### config.mk
export PLATFORM = sky130hd
export DESIGN_NAME = tone_meter
export DESIGN_NICKNAME = d
export VERILOG_FILES = /design/src/rtl/tone_meter.sv
export SDC_FILE = /design/constraint.sdc
export NUM_CORES = 1
export LEC_CHECK = 0
export BUFFER_PORTS_ARGS = -buffer_cell sky130_fd_sc_hd__buf_2
export CAP_MARGIN = 20
export CORE_AREA = 2 2 71 73
export CTS_CLUSTER_DIAMETER = 50
export DETAILED_ROUTE_END_ITERATION = 12
export DIE_AREA = 0 0 73 75
export PLACE_DENSITY_LB_ADDON = 0.2
export SYNTH_ARGS = -nofsm -noshare
export SYNTH_HDL_FRONTEND = slang
export SYNTH_SLANG_ARGS = --single-unit
### constraint.sdc
create_clock -name clk -period 7.6 [get_ports clk]
set_clock_uncertainty 0.1 [all_clocks]
set_input_delay 0.76 -clock clk [delete_from_list [all_inputs] [get_ports clk]]
set_output_delay 0.76 -clock clk [all_outputs]
set_load 0.005 [all_outputs]
### src/rtl/tone_meter.sv
`default_nettype none
// ============================================================================
//  Module      : tone_meter
//  Description : Measures the period (in clk cycles) of an asynchronous
//                square-wave input. Each new period is reported with a
//                one-cycle valid strobe. A lock flag indicates that
//                consecutive periods agree within TOLERANCE. A silence
//                timeout returns the block to idle.
//  Revision    : 1.0 - initial release
// ----------------------------------------------------------------------------
//  Ports
//    clk          in   clock
//    rst_n        in   asynchronous active-low reset
//    ena          in   block enable; low = synchronous clear to idle
//    tone_in      in   asynchronous square-wave input
//    period       out  last measured period in clk cycles
//    period_valid out  one-cycle strobe when period updates
//    locked       out  consecutive periods within TOLERANCE
//    no_tone      out  idle / silence indicator
// ============================================================================
module tone_meter #(
    parameter int WIDTH_COUNTER = 10,
    parameter int TIMEOUT       = 1000,
    parameter int TOLERANCE     = 2
) (
    input  logic                     clk,
    input  logic                     rst_n,
    input  logic                     ena,
    input  logic                     tone_in,
    output logic [WIDTH_COUNTER-1:0] period,
    output logic                     period_valid,
    output logic                     locked,
    output logic                     no_tone
);

    localparam logic [WIDTH_COUNTER-1:0] C_TIMEOUT = WIDTH_COUNTER'(TIMEOUT);
    localparam logic [WIDTH_COUNTER:0]   C_TOL     = (WIDTH_COUNTER+1)'(TOLERANCE);
    localparam logic [WIDTH_COUNTER-1:0] C_ONE     = WIDTH_COUNTER'(1);

    typedef enum logic [1:0] {
        S_IDLE  = 2'd0,
        S_ARMED = 2'd1,
        S_MEAS  = 2'd2
    } state_t;

    // Input synchronizer and edge detector
    logic r_sync1;
    logic r_sync2;
    logic r_prev;

    state_t                   r_state;
    state_t                   w_state_nxt;
    logic [WIDTH_COUNTER-1:0] r_cnt;
    logic [WIDTH_COUNTER-1:0] w_cnt_nxt;
    logic [WIDTH_COUNTER-1:0] r_period;
    logic [WIDTH_COUNTER-1:0] w_period_nxt;
    logic                     r_valid;
    logic                     w_valid_nxt;
    logic                     r_locked;
    logic                     w_locked_nxt;
    logic                     r_no_tone;
    logic                     w_no_tone_nxt;

    logic                     w_rise;
    logic                     w_timeout;
    logic [WIDTH_COUNTER:0]   w_cnt_ext;
    logic [WIDTH_COUNTER:0]   w_per_ext;
    logic [WIDTH_COUNTER:0]   w_diff;
    logic                     w_within;

    // The synchronizer keeps sampling while ena is low so that a stale
    // high level is not mistaken for a fresh edge after re-enable.
    always_ff @(posedge clk or negedge rst_n) begin
        if (!rst_n) begin
            r_sync1 <= 1'b0;
            r_sync2 <= 1'b0;
            r_prev  <= 1'b0;
        end else begin
            r_sync1 <= tone_in;
            r_sync2 <= r_sync1;
            r_prev  <= r_sync2;
        end
    end

    assign w_rise    = r_sync2 & ~r_prev;
    assign w_timeout = (r_cnt == C_TIMEOUT);

    // One extra bit so the absolute difference never wraps.
    assign w_cnt_ext = {1'b0, r_cnt};
    assign w_per_ext = {1'b0, r_period};
    assign w_diff    = (w_cnt_ext >= w_per_ext) ? (w_cnt_ext - w_per_ext)
                                                : (w_per_ext - w_cnt_ext);
    assign w_within  = (w_diff <= C_TOL);

    always_comb begin
        w_state_nxt   = r_state;
        w_cnt_nxt     = r_cnt;
        w_period_nxt  = r_period;
        w_valid_nxt   = 1'b0;
        w_locked_nxt  = r_locked;
        w_no_tone_nxt = r_no_tone;

        case (r_state)
            S_IDLE: begin
                w_cnt_nxt = '0;
                if (w_rise) begin
                    w_state_nxt   = S_ARMED;
                    w_cnt_nxt     = C_ONE;
                    w_no_tone_nxt = 1'b0;
                end
            end
            S_ARMED, S_MEAS: begin
                if (w_rise) begin
                    w_cnt_nxt = C_ONE;
                    if (w_timeout) begin
                        // Edge arriving exactly at the timeout starts a
                        // fresh measurement instead of reporting a period.
                        w_state_nxt  = S_ARMED;
                        w_locked_nxt = 1'b0;
                    end else begin
                        w_state_nxt  = S_MEAS;
                        w_period_nxt = r_cnt;
                        w_valid_nxt  = 1'b1;
                        // The first period after arming has no predecessor.
                        w_locked_nxt = (r_state == S_MEAS) && w_within;
                    end
                end else if (w_timeout) begin
                    w_state_nxt   = S_IDLE;
                    w_cnt_nxt     = '0;
                    w_period_nxt  = '0;
                    w_locked_nxt  = 1'b0;
                    w_no_tone_nxt = 1'b1;
                end else begin
                    w_cnt_nxt = r_cnt + C_ONE;
                end
            end
            default: begin
                w_state_nxt   = S_IDLE;
                w_cnt_nxt     = '0;
                w_period_nxt  = '0;
                w_locked_nxt  = 1'b0;
                w_no_tone_nxt = 1'b1;
            end
        endcase
    end

    always_ff @(posedge clk or negedge rst_n) begin
        if (!rst_n) begin
            r_state   <= S_IDLE;
            r_cnt     <= '0;
            r_period  <= '0;
            r_valid   <= 1'b0;
            r_locked  <= 1'b0;
            r_no_tone <= 1'b1;
        end else if (!ena) begin
            r_state   <= S_IDLE;
            r_cnt     <= '0;
            r_period  <= '0;
            r_valid   <= 1'b0;
            r_locked  <= 1'b0;
            r_no_tone <= 1'b1;
        end else begin
            r_state   <= w_state_nxt;
            r_cnt     <= w_cnt_nxt;
            r_period  <= w_period_nxt;
            r_valid   <= w_valid_nxt;
            r_locked  <= w_locked_nxt;
            r_no_tone <= w_no_tone_nxt;
        end
    end

    assign period       = r_period;
    assign period_valid = r_valid;
    assign locked       = r_locked;
    assign no_tone      = r_no_tone;

endmodule
`default_nettype wire

==> results.md <==
* Status: finished, final reports clean
* Fin nets at just under 300
* Part of the power in the clock network at 32.7%
* Vias in the first global route at ~1,700
* Classification of the worst setup path: reg2reg
* Post-Place Cell Area at 2320 µm²
* P_int at 211 µW
* Post-synthesis mux area share at 0.897%
* Worst hold path type: reg2reg
* Post-DR wirelength/cell at 15.6 µm
* VDD IR max at 101 µV
* Seq cells post-synth at 28
* 1st-iter DRT viols at 216
* DRC Markers at 0
* Final Core Density at 51.0%
* FILL cells at 440
* Post-synthesis sequential area ratio at a little under a third
* Top cells by area, synth: dfrtp_1 (30%), ha_1 (14%), inv_1 (5.4%)
* Diodes inserted at 0
* TritonCTS Buffers at 3
* Synth Area in Adders at between 10% and 20%
* Initial Util at 47.9%
* Synth top area share at between 30% and 40%
* Largest family of logic cells by synthesized area: compound AO/OA/AOI/OAI gates
* Post-Syn Instances at 252
* Worst slack, placed at 4.61 ns
* Simple-gate share of the synthesized area at 14.8%
* Power Total at 279 µW
* Die area at about 5500 µm²
* PostCTS Resize Cnt at 0
* Gr usage total at 19.6%
* Synth Area in Compound Gates at 21.8%
* Number of max-cap violations at 0
* Final min period at 3.00 ns
* Worst-margin pin slew at 0.860 ns
* H-tree Lvls at 1
* Routed wire length at between 4000 and 5000 µm
* Worst EP required at 7.67 ns
* First drt pass iteration count at 4
* Placer congestion estimate at between 0.8 and 0.9
* Post-synth ARST share at 100%
* P&R area growth vs syn at 6.62%
* Combinational share of power at 12.3%
* Wire length of the first global-routing pass at between 8000 and 9000 µm
* Leak pwr at 0.00114 µW
* Post-CTS Setup Inserts at 0
* Core area at 4660 µm²
* Critical Path Fanout Max at 6
* Clock root buffer: clkbuf_8
* TNS Setup at 0 ns
* Clock tree buffer depth at 2
* Commonest cells in the netlist: inv_1 (32), dfrtp_1 (27), ha_1 (25)
* XOR/XNOR share of the synthesized area at 6.67%
* Sw power at 68.0 µW
* Synth Area per Inst at 8.85 µm²
* Clk Latency, worst-skew pair at 0.27 ns
* Port-buffer cells at 16
* Initial antenna violation count at 0
* Max Clock Freq at 333 MHz
* CTS sink count at 28
* Largest net degree at the start of global routing at 29
* Share of post-route cells with drive strength above 1 at between 10% and 20%
* Placement row count at 25
* CTS tree: done
* Vias at 1,816
* Congestion Overflow GR at 0
* Worst setup SP type: flip-flop
* Most frequent cell after synthesis: inv_1
* Post-route setup slack at 4.60 ns
* Fin area at 2380 µm²
* Vias/cell at 5.71
* Register share of total power at 55.0%
* Final Hold Viols at 0
* Area leader, netlist: dfrtp_1
* DIE HEIGHT at 75 µm
* Pwr per Cell Area at 117 nW/µm²
* WP data arrival at 3.07 ns
* Post-synth design cell area at 2230 µm²
* ANT nets after route at 0
* Estimated wirelength of the detail-placed design at 3880 µm
* Synth cell types at 47
* Post-synth EDFFs at 0
* Synth Flop Type: dfrtp_1
* Io pins at 17
* Synthesized net count at between 200 and 300
* Slew Viols, Final at 0
* Crit end category: flip-flop
* Die width at 73 µm
* Synth warn at 0
* Reg clk slew, reported paths at 0.09 ns
* Sw Share at 24.4%
* Normalized max-slew margin at a little over two fifths
* RSZ-0062 raised after global routing: false
* Crit share post-route at 39.5%
* Setup-failing EPs final at 0
* Hold_buf cts at 0
-- layout make-up --
cell class	count	area (µm²)	share of cell area (%)
Clock buffer	4	55.1	2.31
Inverter	32	120	5.05
Multi-Input combinational cell	182	1340	56.3
Sequential cell	28	702	29.5
Timing Repair Buffer	18	95.1	4.00
Tap cell	54	67.6	2.84
-- worst paths after layout --
| check | from | end | slack, ns | depth (start not counted) |
|---|---|---|---|---|
| setup / recovery | r_cnt[0] | locked | 4.60 | 10 |
| hold / removal | r_sync1 | r_sync2 | 0.26 | 0 |
| setup reg to reg | r_cnt[0] | locked | 4.60 | 10 |
| hold reg to reg | r_sync1 | r_sync2 | 0.26 | 0 |
| max in group asynchronous | rst_n | period_valid | 6.59 | 1 |
| min in group asynchronous | rst_n | period[4] | 0.40 | 1 |
-- sequential cells by signal (all words and copies together) (netlist names) --
register,count
period,10
r_cnt,10
r_state,2
locked,1
no_tone,1
period_valid,1
r_prev,1
r_sync1,1
r_sync2,1
-- per-stage QoR --
stage	cells	hold slack, ns
final	318	0.263
after global routing	318	0.279
after CTS	318	0.267
after detailed placement	314	0.243
after global placement	314	0.239
after floorplan	252	0.231
-- metal layers --
| metal | part of all wire (%) | vias to the layer above | wire (µm) | track usage (%) |
|---|---|---|---|---|
| met3 | 3.2 | 4 | 160 | 1.74 |
| met1 | 51 | 880 | 2540 | 29.8 |
| met4 | 0.89 | 0 | 44 | 4.32 |
| li1 | - | 902 | - | - |
| met2 | 45 | 30 | 2220 | 30.2 |
| met5 | 0 | - | 0 | 0 |
-- critical path: stages (launching register included) --
cell,delay [ns]
dfrtp_1,0.45
inv_1,0.12
ha_1,0.16
inv_1,0.06
fa_1,0.41
a31oi_1,0.23
mux2i_1,0.22
nand3_1,0.09
or4_4,0.42
o311a_1,0.35
o41ai_2,0.29
-- power groups by stage --
stage | clock (µW) | sequential [µW] | combinational, µW
after floorplan | 0 | 156 | 24.0
after global placement | 0 | 156 | 34.7
after detailed placement | 0 | 157 | 34.6
after CTS | 94.9 | 154 | 34.7
after global routing | 102 | 154 | 39.2
final | 91.1 | 154 | 34.3
-- logic make-up after synthesis --
group,count (synthesis)
flip-flops,28
AO/OA/AOI/OAI,70
adder cells (fa/ha/maj),27
multiplexers,2
XOR/XNOR,17
AND/OR/NAND/NOR,66
buffers and inverters,42
-- placed cells by master, fill, tap and decap left out, types with 9 or more instances in the layout --
master / netlist / routed
buf_2: 2 / 16
nand2_1: 11 / 11
nor2_1: 15 / 15
a22o_1: 10 / 10
ha_1: 25 / 25
dfrtp_1: 27 / 27
xnor2_1: 11 / 11
o21ai_0: 11 / 11
a21oi_1: 16 / 16
inv_1: 32 / 32
nor3_1: 9 / 9
nand3_1: 11 / 11
Note: power is estimated with default switching activity, not from simulation.
